==> config.mk <==
export PLATFORM = sky130hd
export DESIGN_NAME = rr_arb_mux_flat
export DESIGN_NICKNAME = d
export VERILOG_FILES = /design/src/rtl/arb_mux_pkg.sv /design/src/rtl/rr_arb_mux_if.sv /design/src/rtl/rr_arbiter.sv /design/src/rtl/rr_arb_mux.sv /design/src/flat_wrapper.sv
export SDC_FILE = /design/constraint.sdc
export NUM_CORES = 1
export LEC_CHECK = 0
export BUFFER_PORTS_ARGS = -buffer_cell sky130_fd_sc_hd__buf_2
export CAP_MARGIN = 25
export CORE_MARGIN = 2
export CORE_UTILIZATION = 40
export CTS_CLUSTER_SIZE = 25
export DETAILED_ROUTE_END_ITERATION = 12
export MAX_ROUTING_LAYER = met4
export PLACE_DENSITY = 0.85
export SYNTH_ARGS = -nofsm -noshare
export SYNTH_HDL_FRONTEND = slang
export SYNTH_SLANG_ARGS = --single-unit
==> constraint.sdc <==
create_clock -name clk -period 3.19 [get_ports clk]
set_input_delay 0.638 -clock clk [delete_from_list [all_inputs] [get_ports clk]]
set_output_delay 0.638 -clock clk [all_outputs]
set_load 0.02 [all_outputs]
==> src/rtl/arb_mux_pkg.sv <==
// rtl/arb_mux_pkg.sv - shared defaults and index helpers for the round-robin arbitrated mux
package arb_mux_pkg;

   // Default channel count, channel data width and transfer-counter width
   localparam int N_DEF     = 4;
   localparam int W_DEF     = 8;
   localparam int CNT_W_DEF = 16;

   // Channel index width; a single-channel build still needs one bit of index
   function automatic int sel_w(input int n);
      return (n > 1) ? $clog2(n) : 1;
   endfunction

   // Next index after idx in a ring of n entries
   function automatic int wrap_inc(input int idx, input int n);
      return (idx == n - 1) ? 0 : idx + 1;
   endfunction

endpackage

==> src/rtl/rr_arb_mux_if.sv <==
// rtl/rr_arb_mux_if.sv - request/response bus between N producers, the arbitrated mux and one consumer
interface rr_arb_mux_if
   import arb_mux_pkg::*;
#(
   parameter int N = N_DEF,
   parameter int W = W_DEF
);

   localparam int SEL_W = sel_w(N);

   // Producer side: channel i owns in_valid[i], in_ready[i] and in_data[i*W +: W]
   logic [N-1:0]     in_valid;
   logic [N*W-1:0]   in_data;
   logic [N-1:0]     in_ready;

   // Consumer side: registered word plus the channel it came from
   logic             out_valid;
   logic [W-1:0]     out_data;
   logic [SEL_W-1:0] out_sel;
   logic             out_ready;

   // Environment view: drives the producer requests and the consumer ready
   modport master (
      output in_valid,
      output in_data,
      output out_ready,
      input  in_ready,
      input  out_valid,
      input  out_data,
      input  out_sel
   );

   // Mux view: accepts the requests and drives the output register
   modport slave (
      input  in_valid,
      input  in_data,
      input  out_ready,
      output in_ready,
      output out_valid,
      output out_data,
      output out_sel
   );

endinterface

==> src/rtl/rr_arbiter.sv <==
// rtl/rr_arbiter.sv - combinational round-robin grant search starting at a pointer
module rr_arbiter
   import arb_mux_pkg::*;
#(
   parameter  int N     = N_DEF,
   localparam int SEL_W = sel_w(N)
) (
   input  logic [N-1:0]     req,
   input  logic [SEL_W-1:0] ptr,
   input  logic             en,
   output logic [N-1:0]     grant,
   output logic [SEL_W-1:0] grant_idx,
   output logic             any_grant
);

   // Walk the ring from ptr upward and keep the first requester found
   always_comb begin
      int cand;
      cand      = 0;
      any_grant = 1'b0;
      grant_idx = '0;
      for (int k = 0; k < N; k++) begin
         cand = int'(ptr) + k;
         if (cand >= N) begin
            cand = cand - N;
         end
         if (!any_grant && req[SEL_W'(cand)]) begin
            any_grant = 1'b1;
            grant_idx = SEL_W'(cand);
         end
      end
   end

   // One-hot grant, suppressed when the consumer side cannot take a word
   always_comb begin
      grant = '0;
      if (en && any_grant) begin
         grant[grant_idx] = 1'b1;
      end
   end

endmodule

==> src/rtl/rr_arb_mux.sv <==
// rtl/rr_arb_mux.sv - N-channel round-robin arbitrated mux with registered output; RR_ARB_MUX_COUNT_EN adds xfer_count
module rr_arb_mux
   import arb_mux_pkg::*;
#(
   parameter int N = N_DEF,
   parameter int W = W_DEF
`ifdef RR_ARB_MUX_COUNT_EN
   ,
   parameter int CNT_W = CNT_W_DEF
`endif
) (
   input logic         clk,
   input logic         reset,
   rr_arb_mux_if.slave bus
`ifdef RR_ARB_MUX_COUNT_EN
   ,
   output logic [CNT_W-1:0] xfer_count
`endif
);

   localparam int SEL_W = sel_w(N);

   logic             load;
   logic             arb_en;
   logic             any_req;
   logic             accept;
   logic [N-1:0]     grant;
   logic [SEL_W-1:0] grant_idx;
   logic [SEL_W-1:0] ptr;
   logic [W-1:0]     sel_data;

   logic             out_valid_q;
   logic [W-1:0]     out_data_q;
   logic [SEL_W-1:0] out_sel_q;

   // The output register can take a new word when empty or being drained
   assign load   = !out_valid_q || bus.out_ready;
   assign arb_en = load && !reset;
   assign accept = arb_en && any_req;

   rr_arbiter #(
      .N (N)
   ) u_arbiter (
      .req       (bus.in_valid),
      .ptr       (ptr),
      .en        (arb_en),
      .grant     (grant),
      .grant_idx (grant_idx),
      .any_grant (any_req)
   );

   // Pick the granted channel's slice; the data path does no arithmetic
   always_comb begin
      sel_data = '0;
      for (int i = 0; i < N; i++) begin
         if (grant_idx == SEL_W'(i)) begin
            sel_data = bus.in_data[i*W +: W];
         end
      end
   end

   // Output register and pointer: load on accept, drain to empty when idle
   always_ff @(posedge clk) begin
      if (reset) begin
         out_valid_q <= 1'b0;
         out_data_q  <= '0;
         out_sel_q   <= '0;
         ptr         <= '0;
      end else if (accept) begin
         out_valid_q <= 1'b1;
         out_data_q  <= sel_data;
         out_sel_q   <= grant_idx;
         ptr         <= SEL_W'(wrap_inc(int'(grant_idx), N));
      end else if (load) begin
         out_valid_q <= 1'b0;
      end
   end

   assign bus.in_ready  = grant;
   assign bus.out_valid = out_valid_q;
   assign bus.out_data  = out_data_q;
   assign bus.out_sel   = out_sel_q;

`ifdef RR_ARB_MUX_COUNT_EN
   logic [CNT_W-1:0] cnt_q;

   // Count every accepted input word, wrapping naturally at 2^CNT_W
   always_ff @(posedge clk) begin
      if (reset) begin
         cnt_q <= '0;
      end else if (accept) begin
         cnt_q <= cnt_q + CNT_W'(1);
      end
   end

   assign xfer_count = cnt_q;
`endif

endmodule
==> src/flat_wrapper.sv <==
// flat-port wrapper written by rule: the top's interface ports become plain ports
module rr_arb_mux_flat import arb_mux_pkg::*;
#(
   parameter int N = N_DEF,
   parameter int W = W_DEF

)
  (clk, reset, bus_in_valid, bus_in_data, bus_out_ready, bus_in_ready, bus_out_valid, bus_out_data, bus_out_sel);
  rr_arb_mux_if #(.N(N), .W(W)) bus_i ();
  input logic clk;
  input logic reset;
  input wire logic [$bits(bus_i.in_valid)-1:0] bus_in_valid;
  input wire logic [$bits(bus_i.in_data)-1:0] bus_in_data;
  input wire logic [$bits(bus_i.out_ready)-1:0] bus_out_ready;
  output wire logic [$bits(bus_i.in_ready)-1:0] bus_in_ready;
  output wire logic [$bits(bus_i.out_valid)-1:0] bus_out_valid;
  output wire logic [$bits(bus_i.out_data)-1:0] bus_out_data;
  output wire logic [$bits(bus_i.out_sel)-1:0] bus_out_sel;
  assign bus_i.in_valid = bus_in_valid;
  assign bus_i.in_data = bus_in_data;
  assign bus_i.out_ready = bus_out_ready;
  assign bus_in_ready = bus_i.in_ready;
  assign bus_out_valid = bus_i.out_valid;
  assign bus_out_data = bus_i.out_data;
  assign bus_out_sel = bus_i.out_sel;
  rr_arb_mux #(.N(N), .W(W)) u_core (.clk(clk), .reset(reset), .bus(bus_i));
endmodule
## Yosys cells after proc, flatten, opt, wreduce, memory -nomap -nowiden

Cells that the tools add are included.

- Bits in registers: 13
- Input port bits: 39
- Output and inout port bits: 15
- Logic and storage cells: 74

- $add $sub $neg: 8
- $lt $le $gt $ge: 10
- Equality and inequality tests: 4
- Muxes and demuxes: 34
- Reduce and logical (&&, ||, !) cells: 14

Operators with widths:

| kind | number |
|---|---|
| 8-bit 2-to-1 mux | 4 |
| 2-bit 2-to-1 mux | 9 |
| 2-bit by 4-bit < comparator with 1-bit output (second input constant) | 4 |
| 1-bit 2-to-1 mux | 15 |
| 3-bit greater-or-equal comparator (second input constant) | 3 |
| 1-bit binary-select mux with 2-bit select | 4 |
| 2-bit by 1-bit subtractor with 2-bit output (second input constant) | 4 |
| 2-bit by 2-bit adder with 3-bit output (second input constant) | 2 |
| 1-bit logical AND | 6 |
| 1-bit logical NOT | 5 |
| 2-bit by 1-bit == test with 1-bit output (second input constant) | 2 |
| 2-bit == test (second input constant) | 2 |
| 4-bit 2-to-1 mux | 1 |
| 2-bit by 1-bit adder with 3-bit output (second input constant) | 1 |
| 2-bit by 3-bit greater-or-equal comparator with 1-bit output (second input constant) | 1 |
| 2-bit by 3-bit < comparator with 1-bit output (second input constant) | 1 |
| 2-bit by 1-bit adder with 2-bit output (second input constant) | 1 |
| 1-bit demux with 2-bit select | 1 |
| 2-bit by 1-bit greater-or-equal comparator with 1-bit output (second input constant) | 1 |
| 2-bit logical NOT | 1 |
| 2-bit nonzero test | 1 |
| 1-bit logical OR | 1 |

## Longest topological paths before layout

Gate-level depths: netlist of the first run.

- Depth in word-level cells: 20
- Gate-level depth with buffers: 11
- Depth with buffers taken out: 9

## By module

Synthesis of the first run repeated with hierarchy kept, for this count alone.

- Cell total of the unflattened synthesis: 123
- Area total of the unflattened synthesis: 1107.3 µm²

Modules (own cells, without submodules):

| module | instances | cells an instance | area an instance (µm²) | seq. area each (µm²) |
|---|---|---|---|---|
| rr_arb_mux | 1 | 103 | 972.2 | 260.2 |
| rr_arbiter | 1 | 20 | 135.1 | 0.0 |

## Worst setup path after synthesis of the first run

No wires, ideal clock.

- Path type: input -> output
- From: input port bus_in_valid[3]
- To: output port bus_in_ready[2]
- Arrival time: 2.003 ns
- Data required time: 2.552 ns
- Slack: 0.549 ns
- Stages: 7
- Cell sequence: a2bb2oi_1 -> o221ai_1 -> or2_2 -> ha_1 -> buf_2 -> clkbuf_1 -> and2_1

- Longest elaborated chain between the ends: 18
- Elaborated cells on any way between the ends: 33

RTL lines:

| item | line | text |
|---|---|---|
| start: declaration | flat_wrapper.sv:12 | `input wire logic [$bits(bus_i.in_valid)-1:0] bus_in_valid;` |
| 1-bit binary-select mux with 2-bit select | rr_arbiter.sv:27 | `if (!any_grant && req[SEL_W'(cand)]) begin` |
| 1-bit 2-to-1 mux (not written as such) (2 in series) | rr_arbiter.sv:27 |  |
| 1-bit 2-to-1 mux | rr_arbiter.sv:27 |  |
| 1-bit logical NOT | rr_arbiter.sv:27 |  |
| 1-bit logical AND | rr_arbiter.sv:27 |  |
| 1-bit 2-to-1 mux | rr_arbiter.sv:27 |  |
| 1-bit logical NOT | rr_arbiter.sv:27 |  |
| 1-bit logical AND | rr_arbiter.sv:27 |  |
| 1-bit 2-to-1 mux | rr_arbiter.sv:27 |  |
| 1-bit logical NOT | rr_arbiter.sv:27 |  |
| 1-bit logical AND | rr_arbiter.sv:27 |  |
| 2-bit 2-to-1 mux | rr_arbiter.sv:27 |  |
| 2-bit by 3-bit < comparator with 1-bit output (not written as such) or 2-bit by 1-bit greater-or-equal comparator with 1-bit output (tied branches) | rr_arbiter.sv:38 | `grant[grant_idx] = 1'b1;` |
| 1-bit logical AND (not written as such) | rr_arbiter.sv:38 |  |
| 1-bit 2-to-1 mux (not written as such) | rr_arbiter.sv:38 |  |
| 1-bit demux with 2-bit select | rr_arbiter.sv:38 |  |
| 4-bit 2-to-1 mux (*) | rr_arbiter.sv:37 | `if (en && any_grant) begin` |
| end: declaration | flat_wrapper.sv:15 | `output wire logic [$bits(bus_i.in_ready)-1:0] bus_in_ready;` |

Mark *: on every way between the ends. The rest lies on a longest branch, timed or not. The select of a mux whose other input is x is not followed.

## Worst setup path in the final report of the first run

- From: input port bus_in_valid[0]
- To: output port bus_in_ready[1]

Same word-level chain as after synthesis.

==> results of run 1 <==
## through the flow
step                      instance area, sq um  hold WS, ps  power (W)
after floorplan                            912          508   0.000482
after global placement                    1180          462   0.000574
after detailed placement                  1180          460   0.000590
after CTS                                 1210          472   0.000688
after global routing                      1210          509   0.000740
final                                     1210          471   0.000687
## worst max path at each step
stage	start	to	depth (start not counted)
6_report	bus_in_valid[0]	bus_in_ready[1]	7
5_1_grt	bus_in_valid[0]	bus_in_ready[1]	7
4_1_cts	bus_in_valid[0]	bus_in_ready[1]	7
3_5_place_dp	bus_in_valid[0]	bus_in_ready[1]	7
3_3_place_gp	bus_in_valid[0]	bus_in_ready[1]	7
2_1_floorplan	bus_in_valid[3]	bus_in_ready[2]	7
## layout make-up
type | instances | share of cell area (%)
repair buffers | 55 | 23.2
well taps | 28 | 2.90
inverters | 12 | 3.72
flip-flops and latches | 13 | 21.5
multi-input cells | 75 | 46.5
clock buffers | 4 | 2.17
## layout by cell type (no fill, tap or decap), types with 2 or more instances in the layout
cell       n
a21oi_1   14
ha_1       4
a221oi_1   8
o21ai_1    2
a21oi_2   12
buf_4      2
and2_1     4
nand3_1    2
dfxtp_1   13
nor2_1     3
nor2b_1    2
buf_2     53
nand2_1    2
inv_1     11
clkbuf_4   3
a211o_1    7
## kinds of logic (layout without fill, tap and decap cells)
| logic type | Yosys count | in the layout | share of synthesized area, % |
|---|---|---|---|
| AO/OA/AOI/OAI | 50 | 50 | 40.3 |
| adder cells (fa/ha/maj) | 4 | 4 | 5.49 |
| buffers and inverters | 19 | 71 | 9.74 |
| flip-flops | 13 | 13 | 28.5 |
| multiplexers | 1 | 1 | 1.10 |
| AND/OR/NAND/NOR | 20 | 20 | 14.8 |
## per-layer routing
metal  share of wire, %  GRT usage (%)  up-vias
met3                6.0           4.02        6
met1                 41           22.4      467
met5                  0              -        -
met4                1.5           11.0        0
met2                 51           32.3       27
li1                   -              -      498
## worst max-delay path, cell delays in order
cell and delay (ps):
buf_2 140, a21oi_1 80, o21a_1 170, o22ai_1 310, ha_1 420, and2_1 180
buf_2 160
## sequential cells by signal, indices dropped and copies added (netlist names)
| register | cells |
|---|---|
| u_core.ptr | 2 |
| u_core.bus.out_sel | 2 |
| u_core.bus.out_data | 8 |
| u_core.bus.out_valid | 1 |
## where the power goes
| part | switching, W | internal [W] |
|---|---|---|
| clock | 0.0000509 | 0.0000485 |
| combinational | 0.000213 | 0.000156 |
| sequential | 0.0000216 | 0.000197 |
==> impl_metrics.ini, run 1 <==
[final_layout]
post_layout_nonfiller_instances = 187
post-route-util_pct = 55.2
syn_to_final_growth_pct = 32.6
drive_gt1_share_pct = 46.5
nNetsFinal = 203
antenna_cells = 0
multiInputGateArea_sq_um = 563
seqCellArea_sq_um = 260
fill_cells = 200

[sta]
worst_slew_pin_slew_ps = 869
fmax_ghz = 0.367
hold_violations = 0
finalSetupTns_ps = 0
period_share_pct = 85.5
setup_ws_ps = 463
fin_skew_ps = 4.59
slew_violations = 0
slew_headroom_pct = 41.8
min_period_ps = 2730
setup_viol = 0
rsz0062_at_grt = false

[die]
start_util_pct = 41.6
die_h_um = 51.8
ios = 54
fp-row-count = 17
core_area_sq_mm = 0.00219
dieArea_sq_mm = 0.00268
dieWidth_um = 51.8

[yosys]
synth.area.top_cells = dfxtp_1 (29%), a21oi_2 (12%), a21oi_1 (7.7%)
ys_seq_elements = 13
synth.distinct_cells = 32
avgSynthCellArea_sq_um = 8.52
netlist_top_cells_count = a21oi_1 (14), dfxtp_1 (13), a21oi_2 (12), inv_1 (11), a221oi_1 (8)
synth_seq_area_share_pct = 28.5
syn_nets = 150
synthCells = 107
ys.flop_type = dfxtp_1
async_reset_ff_share_pct = 0
synth_largest_area_cell = dfxtp_1
post-synth-top-count-cell = a21oi_1
ys_warn_count = 0
synth_edf_count = 0
yosysTopAreaCellShare_pct = 28.5
synthesis.area_sq_um = 912

[global_route]
antenna_found_initial = 0
grt_usage_pct = 19.7
overflow = 0
grt_max_degree = 17
grt_pass1_wl_um = 3860
grt_pass1_vias = 912

[clocking]
cts_made_buffers = 3
cts-resized-gates = 0
clk_latency_ps = 270
cts_sinks = 13
root_buffer = clkbuf_4
tritoncts = done
clk_pin_slew_worst_paths_ps = 80
postCtsHoldBufs = 0
htreeDepth = 1
cts_setup_buffers = 0
clock_path_buffers = 2

[routing]
num_vias = 998
drc_errors = 0
viasPerCell = 5.34
drt-initial-drc-count = 19
post_drt_wl_per_cell_um = 12.6
wl_um = 2360
drt-pass1-iter-count = 4
ant_nets = 0

[power]
p_per_area_mw_per_mm2 = 568
vdd_drop_max_mv = 0.254
leakagePower_nw = 0.601

[critical_path]
crit_arrival_ps = 2090
r2r_slack_ps = 770
r2r-start = u_core.ptr[1]
worstSetupPathType = input pin to primary output
cp-start-kind = input pin
end_kind = primary output
worst_r2r_path_depth = 9
crit_fanout = 11
rr_endpoint = u_core.bus.out_data[3]
worstPathRequired_ps = 2550

[worst_hold_path]
worstHoldEndpoint = u_core.bus.out_sel[0]
hold_path.class = register to register
whs_path_depth = 2
hp-start = u_core.bus.out_sel[0]

[placement]
place_congestion = 0.822
io_buffers = 53
dp_hpwl_um = 1910
dp_cells = 183
preCtsSetupSlack_ps = 477

[run_status]
outcome = finished clean

[run]
drv_cap = 0
Note: power is estimated with default switching activity, not from simulation.
==> inputs of run 2 (changes only) <==
- clock period: 3.19 -> 3.5 ns (I/O delays scaled with it)
==> impl_metrics.ini, run 2 (synthesis gave the netlist of run 1 again) <==
[routing]
met1Wirelength_um = 988
ant_nets = 0
drt-pass1-iter-count = 4
dr_wl_met3_um = 172
wl_um = 2540
dr_wl_met2_um = 1330
drc_errors = 0
post_drt_wl_per_cell_um = 13.6
drt-initial-drc-count = 22
num_vias = 1014
viasPerCell = 5.42
routed.top_layer = met4

[sta]
fmax_ghz = 0.347
fin_skew_ps = 1.69
hold_violations = 0
rsz0062_at_grt = false
finalSetupTns_ps = 0
slew_headroom_pct = 42.0
period_share_pct = 82.3
setup_viol = 0
worst_slew_pin_slew_ps = 865
min_period_ps = 2880
slew_violations = 0

[critical_path]
path_buf_inv = 2
r2r-start = u_core.ptr[1]
worstSetupPathType = input pin to primary output
crit_fanout = 11
cp_common_cell = buf_2
cp_num_cells = 7
critPathTopFamily = compound AO/OA/AOI/OAI gates
crit_arrival_ps = 2180
critPathMaxStageDelay_ps = 370
setup.worst_path.end = bus_in_ready[1]
r2r_slack_ps = 1030
worstSetupStartpoint = bus_in_valid[3]
cp-start-kind = input pin
path_cells = buf_2 > a2bb2oi_1 > o221ai_1 > nor2_1 > ha_1 > and2_1 > buf_2
worstPathRequired_ps = 2800
worst_r2r_path_depth = 9
end_kind = primary output
cp_slowest_cell = ha_1
rr_endpoint = u_core.bus.out_data[7]

[final_layout]
mostFrequentLayoutCell = buf_2
syn_to_final_growth_pct = 32.6
nNetsFinal = 203
largest_reg_flops = 8
final_cell_mix = buf_2 (53), a21oi_1 (14), dfxtp_1 (13), a21oi_2 (12), inv_1 (11)
post-route-util_pct = 55.2
antenna_cells = 0
drive_gt1_share_pct = 46.5

[placement]
place_congestion = 0.826
dp_hpwl_um = 2050
io_buffers = 53

[die]
start_util_pct = 41.6
fp-row-count = 17
dieArea_sq_mm = 0.00268
ios = 54
die_h_um = 51.8
dieWidth_um = 51.8
core_area_sq_mm = 0.00219

[clocking]
clk_pin_slew_worst_paths_ps = 70
clock_path_buffers = 2
cts_made_buffers = 3
tritoncts = done
cts-resized-gates = 0
cts_setup_buffers = 0
root_buffer = clkbuf_4
postCtsHoldBufs = 0
cts_sinks = 13
clk_latency_ps = 270
htreeDepth = 1

[power]
leakagePower_nw = 0.601
p_per_area_mw_per_mm2 = 519
vdd_drop_max_mv = 0.237

[global_route]
overflow = 0
grt_pass1_wl_um = 4030
antenna_found_initial = 0
grt_usage_pct = 20.5
grt_max_degree = 17
grt_pass1_vias = 957

[run_status]
outcome = finished clean

[run]
drv_cap = 0

[worst_hold_path]
hold_path.class = register to register
whs_path_depth = 2
## run 2: stage by stage
stage / instance area, sq um / cells / total power (W) / setup slack (ps) / hold WS, ps
final: 1210 / 187 / 0.000628 / 621 / 481
after global routing: 1210 / 187 / 0.000674 / 475 / 533
after CTS: 1210 / 187 / 0.000627 / 648 / 485
after detailed placement: 1180 / 183 / 0.000539 / 654 / 472
after global placement: 1180 / 183 / 0.000523 / 738 / 460
after floorplan: 912 / 107 / 0.000439 / 735 / 508
## run 2: where the power goes
| part | total, W | switching, W | internal [W] |
|---|---|---|---|
| clock | 0.0000900 | 0.0000458 | 0.0000441 |
| sequential | 0.000200 | 0.0000207 | 0.000180 |
| combinational | 0.000338 | 0.000196 | 0.000142 |
| total | 0.000628 | 0.000262 | 0.000366 |
## run 2: layout make-up
type | instances | area, sq um
clock buffer | 4 | 26.3
fill | 201 | 981
tap | 28 | 35.0
inverter | 12 | 45.0
multi-input combinational | 75 | 563
sequential | 13 | 260
timing repair buffer | 55 | 280
## run 2: worst min-delay path by stage
| stage | startpoint | to | slack [ps] |
|---|---|---|---|
| after floorplan | u_core.ptr[1] | u_core.ptr[1] | 510 |
| final | u_core.bus.out_sel[1] | u_core.bus.out_sel[1] | 480 |
| after global placement | u_core.bus.out_sel[0] | u_core.bus.out_sel[0] | 460 |
| after CTS | u_core.bus.out_sel[1] | u_core.bus.out_sel[1] | 490 |
| after detailed placement | u_core.bus.out_sel[1] | u_core.bus.out_sel[1] | 470 |
| after global routing | u_core.bus.out_sel[1] | u_core.bus.out_sel[1] | 530 |
## run 2: worst register-to-register path: stages (launching register included)
cell and delay (ps):
dfxtp_1 420, inv_1 100, a2bb2oi_1 190, o221ai_1 220
nor2_1 200, ha_1 370, and2b_1 300, a221oi_1 330
a211o_1 180, a21oi_2 50
## run 2: layer usage
layer,GRT usage [%],vias to the layer above
met1,23.1,473
met2,35.7,35
met5,-,-
met4,9.65,0
li1,-,499
met3,3.16,7
